**config.mk**
```make
export PLATFORM = sky130hd
export DESIGN_NAME = fifo_rd_arbiter
export DESIGN_NICKNAME = d
export VERILOG_FILES = /design/src/rtl/fifo_arb_pkg.sv /design/src/rtl/fifo_rd_arbiter_rr_prio_sel.sv /design/src/rtl/fifo_rd_arbiter.sv
export SDC_FILE = /design/constraint.sdc
export NUM_CORES = 1
export LEC_CHECK = 0
export ABC_AREA = 1
export BUFFER_PORTS_ARGS = -buffer_cell sky130_fd_sc_hd__buf_4
export CORE_ASPECT_RATIO = 0.9
export CORE_MARGIN = 3
export CORE_UTILIZATION = 49
export DETAILED_ROUTE_END_ITERATION = 16
export HOLD_SLACK_MARGIN = 0.15
export PLACE_DENSITY = 0.82
export SLEW_MARGIN = 20
export SYNTH_ARGS = -nofsm -noshare
export SYNTH_HDL_FRONTEND = slang
export SYNTH_SLANG_ARGS = --single-unit
```
**constraint.sdc**
```tcl
create_clock -name rclk -period 2.5 [get_ports rclk]
set_input_delay 0.125 -clock rclk [delete_from_list [all_inputs] [get_ports rclk]]
set_output_delay 0.125 -clock rclk [all_outputs]
set_load 0.02 [all_outputs]
```
**src/rtl/fifo_arb_pkg.sv**
```systemverilog
// Shared types and the circular-priority helper for the FIFO read-side arbiter.
package fifo_arb_pkg;

    typedef enum logic {
        IDLE  = 1'b0,
        GRANT = 1'b1
    } arb_state_t;

    // Upper bound on consumers the helper can search; callers pass their real count.
    localparam int unsigned MAX_REQ   = 32;
    localparam int unsigned MAX_IDX_W = 5;

    typedef struct packed {
        logic                 found;
        logic [MAX_IDX_W-1:0] idx;
    } rr_pick_t;

    // First set bit of req[n-1:0], searching circularly from last+1.
    function automatic rr_pick_t rr_pick(input logic [MAX_REQ-1:0]   req,
                                         input logic [MAX_IDX_W-1:0] last,
                                         input int unsigned          n);
        rr_pick_t    r;
        int unsigned pos;
        r = '0;
        for (int unsigned k = 0; k < MAX_REQ; k++) begin
            pos = 32'(last) + 32'd1 + k;
            if (pos >= n) pos = pos - n;
            if (pos >= n) pos = pos - n;
            if ((k < n) && !r.found && req[pos[MAX_IDX_W-1:0]]) begin
                r.found = 1'b1;
                r.idx   = pos[MAX_IDX_W-1:0];
            end
        end
        return r;
    endfunction

endpackage

```
**src/rtl/fifo_rd_arbiter_rr_prio_sel.sv**
```systemverilog
// Combinational round-robin selector: lowest-priority slot is the last winner.
module rr_prio_sel
    import fifo_arb_pkg::*;
#(
    parameter int unsigned NUM_REQ = 4,
    parameter int unsigned IW      = (NUM_REQ > 1) ? $clog2(NUM_REQ) : 1
) (
    input  logic [NUM_REQ-1:0] req_i,
    input  logic [IW-1:0]      last_i,
    output logic               found_o,
    output logic [IW-1:0]      idx_o
);

    rr_pick_t pick;

    always_comb begin
        pick    = rr_pick(MAX_REQ'(req_i), MAX_IDX_W'(last_i), NUM_REQ);
        found_o = pick.found;
        idx_o   = IW'(pick.idx);
    end

endmodule

```
**src/rtl/fifo_rd_arbiter.sv**
```systemverilog
// Read-side scheduler: round-robin, burst-limited sharing of the async FIFO read port.
module fifo_rd_arbiter
    import fifo_arb_pkg::*;
#(
    parameter int unsigned NUM_REQ   = 4,
    parameter int unsigned DSIZE     = 8,
    parameter int unsigned MAX_BURST = 4
) (
    input  logic               rclk,
    input  logic               rrst,
    input  logic               rempty,
    input  logic [DSIZE-1:0]   rdata,
    output logic               rinc,
    input  logic               arb_en,
    input  logic [NUM_REQ-1:0] req,
    output logic [NUM_REQ-1:0] gnt,
    output logic [DSIZE-1:0]   out_data,
    output logic [NUM_REQ-1:0] out_valid,
    output logic               busy
);

    localparam int unsigned IW = (NUM_REQ > 1) ? $clog2(NUM_REQ) : 1;
    localparam int unsigned BW = $clog2(MAX_BURST + 1);

    arb_state_t         state_q;
    logic [NUM_REQ-1:0] gnt_q;
    logic [IW-1:0]      last_q;
    logic [BW-1:0]      bcnt_q;
    logic [BW-1:0]      bcnt_d;
    logic [DSIZE-1:0]   out_data_q;
    logic [NUM_REQ-1:0] out_valid_q;

    logic               sel_found;
    logic [IW-1:0]      sel_idx;
    logic [NUM_REQ-1:0] sel_onehot;
    logic               pop;

    rr_prio_sel #(
        .NUM_REQ (NUM_REQ),
        .IW      (IW)
    ) u_sel (
        .req_i   (req),
        .last_i  (last_q),
        .found_o (sel_found),
        .idx_o   (sel_idx)
    );

    assign sel_onehot = {{(NUM_REQ-1){1'b0}}, 1'b1} << sel_idx;

    // Only the granted consumer's request counts; gnt_q is zero outside GRANT.
    assign pop    = (state_q == GRANT) && (|(req & gnt_q)) && !rempty;
    assign bcnt_d = bcnt_q + 1'b1;

    always_ff @(posedge rclk) begin
        if (rrst) begin
            state_q     <= IDLE;
            gnt_q       <= '0;
            last_q      <= IW'(NUM_REQ - 1);
            bcnt_q      <= '0;
            out_data_q  <= '0;
            out_valid_q <= '0;
        end else begin
            case (state_q)
                IDLE: begin
                    out_valid_q <= '0;
                    if (arb_en && sel_found && !rempty) begin
                        gnt_q   <= sel_onehot;
                        last_q  <= sel_idx;
                        bcnt_q  <= '0;
                        state_q <= GRANT;
                    end
                end
                GRANT: begin
                    if (pop) begin
                        out_data_q  <= rdata;
                        out_valid_q <= gnt_q;
                        if (bcnt_d == BW'(MAX_BURST)) begin
                            gnt_q   <= '0;
                            bcnt_q  <= '0;
                            state_q <= IDLE;
                        end else begin
                            bcnt_q <= bcnt_d;
                        end
                    end else begin
                        // No pop means the consumer dropped its request or the FIFO ran dry.
                        out_valid_q <= '0;
                        gnt_q       <= '0;
                        bcnt_q      <= '0;
                        state_q     <= IDLE;
                    end
                end
                default: begin
                    state_q     <= IDLE;
                    gnt_q       <= '0;
                    bcnt_q      <= '0;
                    out_valid_q <= '0;
                end
            endcase
        end
    end

    assign rinc      = pop;
    assign gnt       = gnt_q;
    assign out_data  = out_data_q;
    assign out_valid = out_valid_q;
    assign busy      = (state_q == GRANT);

endmodule

```
==> impl_results.md <==
- Status: finished, violations left
- Failing checks: setup timing
- Placement Setup Slack: -0.108 ns
- Fin cells: 319
- Number of synthesis warnings: 0
- Hold WC Path Type: in2reg
- Root Buffer: clkbuf_4
- Critical path cell sequence: inv_6 > ha_4 > inv_4 > ha_4 > nor2_1 > o21ai_1 > ha_4 > inv_2 > nor2_2 > nor2_4 > nand2_4 > nand3_2 > nor2_1 > nor2_1 > nand2_1 > nand3_1 > a21oi_2
- Mapped Cells: 220
- Worst setup path class: reg2reg
- Reg-to-reg endpoint: gnt[3]
- Slew @ Worst Pin: 0.433 ns
- Vias in the first global route: 1439
- Post-Route Skew: 0.00654 ns
- Total CTS buffers: 3
- Share of cells above drive strength 1: 46.2%
- Synth top area share: 28.6%
- Cell family with the largest share of critical-path delay: simple AND/OR/NAND/NOR gates
- Reg2Reg Setup Slack: -0.03 ns
- First drt pass iteration count: 5
- Top cells by area, synth: dfxtp_1 29%, nand2_1 12%, ha_1 11%
- Synth cell count leaders: 48 x nand2_1, 27 x inv_1, 27 x nor2_1
- Area of the multi-input gates: 1180 um^2
- Final wirelength: 5.10 mm
- Slowest cell on crit path: dfxtp_4
- Setup TNS: -0.0498 ns
- Final setup vio count: 3
- Clock Pin Slew Worst Setup and Hold Paths: 0.12 ns
- # port buffers: 33
- Global route overflow: 0
- Clk pwr share: 8.5%
- Maximum VDD drop: 0.644 mV
- Post-synth EDFFs: 0
- Total die area: 3850 um^2
- Hold endpoint: last_q[0]
- Reg-to-reg startpoint: last_q[0]
- Crit path buffers/inverters: 3
- Die height: 59.1 um
- CTS tree: built
- Hold depth: 4
- Vias: 1764
- Cell Pwr Density: 1020 nW/um^2
- Worst r2r path cells: 17
- Min-delay src: rempty
- Crit path max fanout: 5
- Post-synthesis cell type count: 29
- DRC Markers: 0
- Combinational share of power: 73.7%
- Ys flop type: dfxtp_1
- Initial Utilization: 53.8%
- First-pass GRT wire length: 6.18 mm
- P&R area growth vs syn: 51.5%
- Nets: 310
- Hpwl dp: 2.79 mm
- Headroom to the max-slew limit: 70.8%
- Vias/cell: 5.53
- Clk_lat worst skew: 0.32 ns
- Fmax: 396 MHz
- Post-route ant nets: 0
- Dpl cells: 302
- Largest area contributor in the netlist: dfxtp_1
- Maxcap violations: 0
- Internal power: 1180 uW
- All-Layer GR Usage: 20.2%
- Final Hold Fails: 0
- Syn Nets: 250
- Most frequent cell after synthesis: nand2_1
- Avg Cell Area, Syn: 6.99 um^2
- Post-synth design cell area: 1540 um^2
- Crit share post-route: 101%
- Clock sinks: 22
- WL per Instance: 16.0 um
- Core footprint: 2860 um^2
- CP Data Required Time: 2.77 ns
- Clock buffer depth: 2
- Seq/Total Area, Yosys: 28.6%
- Leakage: 0.00105 uW
- Initial antenna violation count: 0
- Tot Pwr: 2370 uW
- Crit path launch type: flip-flop
- Crit path capture type: flip-flop
- Final worst setup slack: -0.0258 ns
- Data arrival, critical path: 2.80 ns
- Die Width: 65.1 um
- IO Pins: 34
- Asr flop ratio synth: 0%
- Diode count: 0
- Seq cells post-synth: 22
- WP depth: 17
- Switch Pwr: 1200 uW
- Sw frac: 50.5%
- H-tree levels: 1
- # rows: 18
- Final min period: 2.53 ns
- Flop pwr share: 17.9%
- FILL cells: 153
- Worst stage delay on the critical path: 0.40 ns
- Iter 0 DRT Violations: 222
- Pin count of the biggest net entering global routing: 14
- Sequential cell area: 448 um^2
- Max Slew Vio Count: 0
- Placer Congestion: 0.886
[repair_timing]
action	in CTS	in global routing
pin swaps	2	23
endpoints found under the hold margin	17	0
buffers inserted	0	4
gates resized for setup	4	63
setup endpoints to repair	7	10
hold buffers	9	0
[worst min-delay path, stage by stage]
cell and delay (ns):
buf_4 0.09, nor2_1 0.09, nand3_4 0.15, o21ai_1 0.08
[area by class of cell]
type                       count  share of cell area (%)
clock buffer                   4                    1.56
inverter                      33                    6.07
multi-input combinational    161                    50.9
sequential                    22                    19.2
tap                           40                    2.15
timing repair buffer          59                    20.1
[worst max path at each step]
stage	start	to	slack [ns]
after floorplan	last_q[0]	gnt[0]	0.004
after global placement	last_q[0]	gnt[2]	-0.03
after detailed placement	last_q[0]	gnt[1]	-0.11
after CTS	last_q[0]	gnt[1]	0.001
after global routing	last_q[0]	gnt[2]	-0.12
final	last_q[0]	gnt[3]	-0.03
[placed cells by master, fill, tap and decap left out, types with 2 or more instances in the layout]
master / count
a21oi_1: 6
a21oi_2: 5
buf_4: 49
clkbuf_4: 3
dfxtp_1: 20
dfxtp_4: 2
dlygate4sd3_1: 9
ha_1: 3
ha_2: 2
ha_4: 9
inv_1: 18
inv_2: 9
inv_4: 3
inv_6: 2
nand2_1: 36
nand2_2: 15
nand2_4: 7
nand3_1: 10
nand3_2: 6
nand3_4: 3
nand4_1: 2
nor2_1: 25
nor2_2: 4
nor2_4: 4
o21ai_0: 11
o21ai_1: 3
o21ai_2: 2
xnor2_1: 2
[registers in the layout (all words and copies together) (netlist names)]
signal and cells:
out_valid 4, busy 1, gnt 4, last_q 2
bcnt_q 3, out_data 8
[metrics by stage]
stage          hold slack (ns)  instance area, um^2  utilization (%)
2_1_floorplan            0.260                 1540                -
3_3_place_gp             0.346                 1910             66.7
3_5_place_dp             0.354                 1910             66.7
4_1_cts                  0.176                 2050             71.5
5_1_grt                  0.248                 2330             81.5
6_report                 0.255                 2330             81.5
[cells by family (layout without fill, tap and decap cells)]
group,Yosys count,after routing,synth area share [%]
fa+ha+maj,14,14,11.4
xor+xnor,2,2,1.14
compound gates,31,31,12.3
flops,22,22,28.6
buf+inv,37,96,9.76
simple gates,114,114,36.8
[power groups by stage]
stage                     clock network, uW  registers [uW]  logic [uW]
after floorplan                           0             433         829
after global placement                    0             411        1120
after detailed placement                  0             413        1150
after CTS                               194             407        1190
after global routing                    216             428        1860
final                                   201             424        1750
[layer usage]
layer | vias to the layer above | GRT usage, % | wire, um
met1 | 797 | 27.6 | 1940
met4 | 0 | 4.44 | 255
li1 | 818 | - | -
met5 | - | 0 | 0
met2 | 112 | 33.4 | 2500
met3 | 37 | 3.80 | 407
(Power assumes the default switching activity.)
